## src/rtl/seg7_scan_ctrl.sv

```systemverilog
// Multiplexed seven-segment scan controller: blank gap, then one lit digit, round robin.
// Value/dp updates are double-buffered and committed at the frame wrap to avoid tearing.
module seg7_scan_ctrl #(
  parameter int NDIG         = 4,
  parameter int REFRESH_DIV  = 1000,
  parameter int BLANK_CYCLES = 2
) (
  input  logic                clk,
  input  logic                reset,
  input  logic                load,
  output logic                ready,
  input  logic [4*NDIG-1:0]   value,
  input  logic [NDIG-1:0]     dp_in,
  input  logic                blank_lz,
  output logic [6:0]          seg,
  output logic                dp,
  output logic [NDIG-1:0]     an
);

  localparam int CMAX = (REFRESH_DIV > BLANK_CYCLES) ? REFRESH_DIV : BLANK_CYCLES;
  localparam int CW   = $clog2(CMAX + 1);
  localparam int IW   = $clog2(NDIG);

  localparam logic [CW-1:0]   SHOW_LAST  = CW'(REFRESH_DIV - 1);
  localparam logic [CW-1:0]   BLANK_LAST = CW'((BLANK_CYCLES > 0) ? BLANK_CYCLES - 1 : 0);
  localparam logic [IW-1:0]   IDX_LAST   = IW'(NDIG - 1);
  localparam logic [NDIG-1:0] AN_ONE     = NDIG'(1);

  typedef enum logic {ST_BLANK, ST_SHOW} state_t;

  // With no blanking gap the scan goes straight from one lit digit to the next.
  localparam state_t ST_FIRST = (BLANK_CYCLES > 0) ? ST_BLANK : ST_SHOW;

  state_t            state_q;
  logic [IW-1:0]     idx_q;
  logic [CW-1:0]     cnt_q;
  logic [4*NDIG-1:0] shadow_q;
  logic [NDIG-1:0]   shadow_dp_q;
  logic [4*NDIG-1:0] pend_q;
  logic [NDIG-1:0]   pend_dp_q;
  logic              pend_full_q;

  logic              wrap;
  logic [3:0]        nib;
  logic              dig_dp;
  logic              zero_above;
  logic              suppress;
  logic [6:0]        dec;
  logic              show;

  assign wrap = (state_q == ST_SHOW) && (cnt_q == SHOW_LAST) && (idx_q == IDX_LAST);

  always_ff @(posedge clk or posedge reset) begin
    if (reset) begin
      state_q     <= ST_FIRST;
      idx_q       <= '0;
      cnt_q       <= '0;
      shadow_q    <= '0;
      shadow_dp_q <= '0;
      pend_q      <= '0;
      pend_dp_q   <= '0;
      pend_full_q <= 1'b0;
    end else begin
      case (state_q)
        ST_BLANK: begin
          if (cnt_q == BLANK_LAST) begin
            state_q <= ST_SHOW;
            cnt_q   <= '0;
          end else begin
            cnt_q <= cnt_q + 1'b1;
          end
        end
        ST_SHOW: begin
          if (cnt_q == SHOW_LAST) begin
            state_q <= ST_FIRST;
            cnt_q   <= '0;
            idx_q   <= (idx_q == IDX_LAST) ? '0 : idx_q + 1'b1;
          end else begin
            cnt_q <= cnt_q + 1'b1;
          end
        end
        default: state_q <= ST_FIRST;
      endcase

      // Pending is full whenever wrap commits, so commit and accept never coincide.
      if (wrap && pend_full_q) begin
        shadow_q    <= pend_q;
        shadow_dp_q <= pend_dp_q;
        pend_full_q <= 1'b0;
      end else if (load && !pend_full_q) begin
        pend_q      <= value;
        pend_dp_q   <= dp_in;
        pend_full_q <= 1'b1;
      end
    end
  end

  always_comb begin
    nib        = 4'd0;
    dig_dp     = 1'b0;
    zero_above = 1'b1;
    suppress   = 1'b0;
    for (int i = NDIG - 1; i >= 0; i--) begin
      zero_above = zero_above && (shadow_q[4*i +: 4] == 4'd0);
      if (idx_q == IW'(i)) begin
        nib      = shadow_q[4*i +: 4];
        dig_dp   = shadow_dp_q[i];
        suppress = blank_lz && (i > 0) && zero_above;
      end
    end
  end

  always_comb begin
    case (nib)
      4'd0:    dec = 7'h7E;
      4'd1:    dec = 7'h30;
      4'd2:    dec = 7'h6D;
      4'd3:    dec = 7'h79;
      4'd4:    dec = 7'h33;
      4'd5:    dec = 7'h5B;
      4'd6:    dec = 7'h5F;
      4'd7:    dec = 7'h70;
      4'd8:    dec = 7'h7F;
      4'd9:    dec = 7'h73;
      default: dec = 7'h00;
    endcase
  end

  assign show  = (state_q == ST_SHOW);
  assign an    = show ? (AN_ONE << idx_q) : '0;
  assign seg   = (show && !suppress) ? dec : 7'h00;
  assign dp    = show && dig_dp;
  assign ready = !pend_full_q;

endmodule
```

## config.mk

```make
export PLATFORM = sky130hd
export DESIGN_NAME = seg7_scan_ctrl
export DESIGN_NICKNAME = d
export VERILOG_FILES = /design/src/rtl/seg7_scan_ctrl.sv
export SDC_FILE = /design/constraint.sdc
export NUM_CORES = 1
export LEC_CHECK = 0
export ABC_AREA = 0
export CORE_ASPECT_RATIO = 0.6
export CORE_MARGIN = 3
export CORE_UTILIZATION = 40
export CTS_CLUSTER_DIAMETER = 200
export CTS_CLUSTER_SIZE = 16
export DETAILED_ROUTE_END_ITERATION = 10
export HOLD_SLACK_MARGIN = 0.1
export PLACE_DENSITY = 0.68
export SLEW_MARGIN = 20
export SYNTH_ARGS = -nofsm -noshare
export SYNTH_HDL_FRONTEND = slang
export SYNTH_SLANG_ARGS = --single-unit
```

## constraint.sdc

```tcl
create_clock -name clk -period 2.9 [get_ports clk]
set_clock_uncertainty 0.05 [all_clocks]
set_input_delay 0.58 -clock clk [delete_from_list [all_inputs] [get_ports clk]]
set_output_delay 0.58 -clock clk [all_outputs]
set_load 0.01 [all_outputs]
```

Word-level counts from Yosys, hierarchy flattened
Memories as Yosys holds them, arrays and structs flattened.
Cells that the tools add are included.
{ "totals": {"regBits": 54, "mem_bits_ro": 112, "inputBits": 24, "out_inout_bits": 13, "wordCells": 62, "memories": 1} }
{ "op_classes": {"n_addsub": 2, "n_eq_ne": 5, "shift": 1, "mux": 23, "bitwise": 2, "reduce_logical": 20} }
{ "memory_table": {"columns": ["memory", "words", "word_bits", "rd", "rd_clocked_by_memory_dff", "wr", "line", "rtl"], "rows": [
  ["(no name shown)", 16, 7, 1, 0, 0, "114", "case (nib)"]
]} }
{ "op_table": {"columns": ["op", "n"], "rows": [
  ["$mux 10", 2],
  ["$mux 4", 5],
  ["$pmux 10 s2", 1],
  ["$logic_not 4->1", 3],
  ["$mux 1", 12],
  ["$logic_and 1x1->1", 11],
  ["$add 10x1->10 const B", 1],
  ["$eq 10x1->1 const B", 1],
  ["$eq 10x10->1 const B", 1],
  ["$mux 7", 1],
  ["$eq 2x2->1 const B", 2],
  ["$reduce_and 2->1", 2],
  ["$shl 1x2->4 const A", 1],
  ["$add 2x1->2 const B", 1],
  ["$eq 2x1->1 const B", 1],
  ["$logic_not 1->1", 2],
  ["$logic_not 2->1", 1],
  ["$mux 2", 1],
  ["$not 1->1", 2],
  ["$pmux 1 s2", 1],
  ["$reduce_bool 2->1", 1]
]} }

Logic depth before layout (Yosys ltp)
Gate-level depths: netlist of run 1.
{ "depth": {"word_depth": 9, "ltp_mapped": 11, "mapped_depth_nobuf": 10} }

Worst setup path after synthesis of run 1
OpenSTA, ideal clock, no wires.
{ "synth_timing": {"path_type": "register to output", "from": "register idx_q[0]", "to": "output seg[3]", "arrival_ns": 2.279, "required_time_ns": 2.270, "setup_slack_ns": -0.009, "path_stages_with_launch": 9, "n_path_buf": 0, "cell_sequence": "dfrtp_1 -> inv_1 -> ha_1 -> nand2b_1 -> o221ai_1 -> inv_1 -> ha_1 -> mux2_2 -> o21ai_0"} }
{ "synth_between": {"elab_chain_len": 8, "elab_cells_between_ends": 16, "cone_classes": "eq/ne (3); mux (9); reduce/logical (3); memory (1)"} }
{ "synth_rtl": {"columns": ["element", "line", "rtl"], "rows": [
  ["from (decl)", "35", "logic [IW-1:0] idx_q;"],
  ["from (signal assigned)", "77", "idx_q <= (idx_q == IDX_LAST) ? '0 : idx_q + 1'b1;"],
  ["branches (longest 7 deep; another with $mem_v2 16x7)", null, null],
  ["$mux 7 (*)", "131", "assign seg = (show && !suppress) ? dec : 7'h00;"],
  ["to (decl)", "15", "output logic [6:0] seg,"]
]} }
Mark *: on every way between the ends.

Worst setup path after layout of run 1
{ "layout_timing": {"from": "register idx_q[1]", "to": "output seg[1]"} }
The elaborated chain is that of the path after synthesis.

==> metrics.md, run 1 <==
| Metric | Value |
|---|---|
| Outcome | finished, violations left |
| Failing checks | negative setup slack |
| Final Cell Area | between 3000 and 4000 um^2 |
| Total Routed Length | between 6000 and 7000 um |
| Crit path DAT | between 2000 and 2500 ps |
| CP Capture Type | output port |
| Fraction of registers with async set/reset | 1.00 |
| CTS Buf Count | 5 |
| Die W | around 110 um |
| Vias in the first global route | between 1,500 and 2,000 |
| Setup Viol. Count Final | 6 |
| Worst slack, placed | -341 ps |
| Post-synthesis instance area | 2730 um^2 |
| FF+latch count, synth | 54 |
| IO Pins | 37 |
| Total power | between 1.5 and 2 mW |
| HP Class | reg2reg |
| Core area | approximately 6400 um^2 |
| EDFF count, synth | 0 |
| Vias/cell | 5.10 |
| Sink Count | 54 |
| Largest net degree at the start of global routing | between 50 and 60 |
| Critical Path Source Type | flop |
| Fin cells | 370 |
| N_diodes | 0 |
| First-pass GRT wire length | about 9600 um |
| Global placer's final weighted congestion | approximately 0.85 |
| Post-DRT Antenna Nets | 0 |
| Hold Vio Cnt, Final | 0 |
| Power density over the cells | slightly above 400 nW/um^2 |
| Die area | 7890 um^2 |
| Longest Clk Path Bufs | 2 |
| Post-synth cell types | 43 |
| TritonRoute pass-1 iters | 4 |
| Most used DFF post-synth | dfrtp_1 |
| Fmax | roughly 0.33 GHz |
| Row count | 22 |
| Placed cells | ~350 |
| Maximum capacitance violations | 0 |
| CP Class | reg2out |
| Max VDD drop | roughly 270 uV |
| Clk_lat worst skew | about 290 ps |
| Syn Inst Count | approximately 220 |
| Reg clk slew, reported paths | roughly 70 ps |
| Max-slew headroom | 0.745 |
| Static leakage | about 1.7 nW |
| Initial antenna violation count | 0 |
| Post-DP Area | 3320 um^2 |
| Seq/Total Area, Yosys | 0.495 |
| DR iter-0 viols | 54 |
| Minimum clock period | approximately 3000 ps |
| H-Tree Depth | 2 |
| Slew @ Worst Pin | roughly 380 ps |
| Worst reg2reg path depth | 8 |
| RSZ-0062 raised after global routing | true |
| Area growth, synth to finish | 36.7% |
| Final Max Tran Viols | 0 |
| Layout Nets | 320 |
| Die height | about 70 um |
| CTS Root Cell | clkbuf_16 |
| Req. time, crit path | around 2300 ps |
| Layout cells sized above 1 | 0.430 |
| PnR worst setup slack | -96.2 ps |
| Starting Density | 0.430 |
| Yosys warning total | 0 |
| CTS Hold Bufs | 0 |
| Post-route DRC | 0 |
| CTS tree | built |
| Final worst path period share | 1.03 |
| Hold Path Stages | 1 |
| Fill count | approximately 500 |
| Wire per inst | between 15 and 20 um |
| CP Max Fanout | 4 |
| DP HPWL | between 4000 and 5000 um |
| Synth Net Count | 257 |
| DR vias | about 1,900 |
| Util after Layout | 0.587 |
| Grt ovf | 0 |
| PortBufs | 36 |
| GRT Util Overall | 0.151 |
| Avg Cell Area, Syn | approximately 12 um^2 |
## cell usage after synthesis, types with 2 or more instances
cell,count,share of area
a21o_1,2,0.0055
nand3b_1,2,0.0055
o211ai_1,3,0.0082
xnor2_1,6,0.019
nand4_1,2,0.0046
o21ai_1,2,0.0037
a21oi_1,4,0.0073
nor4_1,3,0.0069
mux2_4,19,0.10
buf_6,2,0.0082
o221ai_1,3,0.0096
inv_1,10,0.014
and2_1,4,0.0092
ha_1,11,0.050
xor2_1,2,0.0064
mux2_2,25,0.10
o21ai_0,6,0.011
and3_1,2,0.0046
clkbuf_2,2,0.0037
dfrtp_1,54,0.49
nand2_1,13,0.018
mux2i_1,3,0.011
nand3_1,6,0.011
buf_2,2,0.0037
nor2_1,15,0.021
nand4b_1,2,0.0064
## sequential cells by signal (all words and copies together), names as in the netlist
name / count
shadow_q: 16
pend_q: 16
cnt_q: 10
pend_dp_q: 4
shadow_dp_q: 4
pend_full_q: 1
show: 1
idx_q: 2
## path summary, 6_finish.rpt
path / from / to / slack (ps)
max in group asynchronous: reset / idx_q[0] / 1940
min in group asynchronous: reset / cnt_q[0] / 600
max reg2reg: idx_q[0] / shadow_dp_q[3] / 690
max: idx_q[1] / seg[1] / -100
min reg2reg: cnt_q[0] / cnt_q[0] / 440
min: cnt_q[0] / cnt_q[0] / 440
## kinds of logic (layout without fill, tap and decap cells)
family / count (synthesis) / after routing / share of synthesized area
AND/OR/NAND/NOR: 59 / 59 / 0.120
XOR/XNOR: 8 / 8 / 0.0256
adder cells (fa/ha/maj): 11 / 11 / 0.0504
multiplexers: 47 / 47 / 0.218
AO/OA/AOI/OAI: 25 / 25 / 0.0586
buffers and inverters: 18 / 82 / 0.0320
flip-flops: 54 / 54 / 0.495
## placed cells by master (no fill, tap or decap), types with 6 or more instances in the layout
master and instances:
clkdlybuf4s50_1 28, buf_4 21, mux2_4 20, xnor2_1 6, ha_4 8, nand2_1 11, dfrtp_1 53, nor2_1 13
buf_6 6, mux2_2 24, nand3_1 6
## power by group
group	internal [mW]	switching, mW	leakage (nW)
clock network	0.369	0.267	0.0801
logic	0.0568	0.0269	0.955
registers	0.789	0.0208	0.680
total	1.21	0.314	1.72
## final cells by class
cell class	instances	area [um^2]	area share
multi-input combinational	150	1500	0.400
sequential	54	1350	0.362
timing repair buffer	64	581	0.155
clock buffer	7	153	0.0409
tap	84	105	0.0281
inverter	10	40.0	0.0107
clock inverter	1	8.76	0.00235
## per-layer routing
metal  up-vias  global-route usage  part of all wire
li1        917                   -                 -
met1       920               0.228              0.51
met2        47               0.215              0.44
met3         3              0.0459             0.048
met4         0              0.0267            0.0026
met5         -                   0                 0
## stage by stage
stage / TNS [ps] / hold WS (ps)
after global routing: -951 / 466
after floorplan: 0 / 403
after global placement: -1020 / 430
final: -392 / 437
after detailed placement: -1460 / 435
after CTS: -74.8 / 444
## worst max-delay path, cell delays in order, from the launching register on
cell and delay, ps:
dfrtp_1 430, buf_6 130, ha_4 160, nand2_2 60, o211ai_1 260, o221ai_4 170, buf_6 160, buf_4 140
ha_4 160, mux2i_1 160, o21ai_1 90, buf_2 160
## timing repair
| action | 4_1_cts | 5_1_grt |
|---|---|---|
| gates resized for setup | 52 | 28 |
| setup endpoints to repair | 8 | 7 |
| pin swaps | 2 | 10 |
| buffers inserted | 6 | 2 |
Note: power is estimated with default switching activity, not from simulation.
==> run 2: changes to the inputs <==
--- a/config.mk
+++ b/config.mk
@@ -6,6 +6,7 @@
 export NUM_CORES = 1
 export LEC_CHECK = 0
 export ABC_AREA = 0
+export CAP_MARGIN = 0
 export CORE_ASPECT_RATIO = 0.6
 export CORE_MARGIN = 3
 export CORE_UTILIZATION = 40
==> results of run 2 <==
No change in the layout: final DEF, timing and power equal those of run 1.
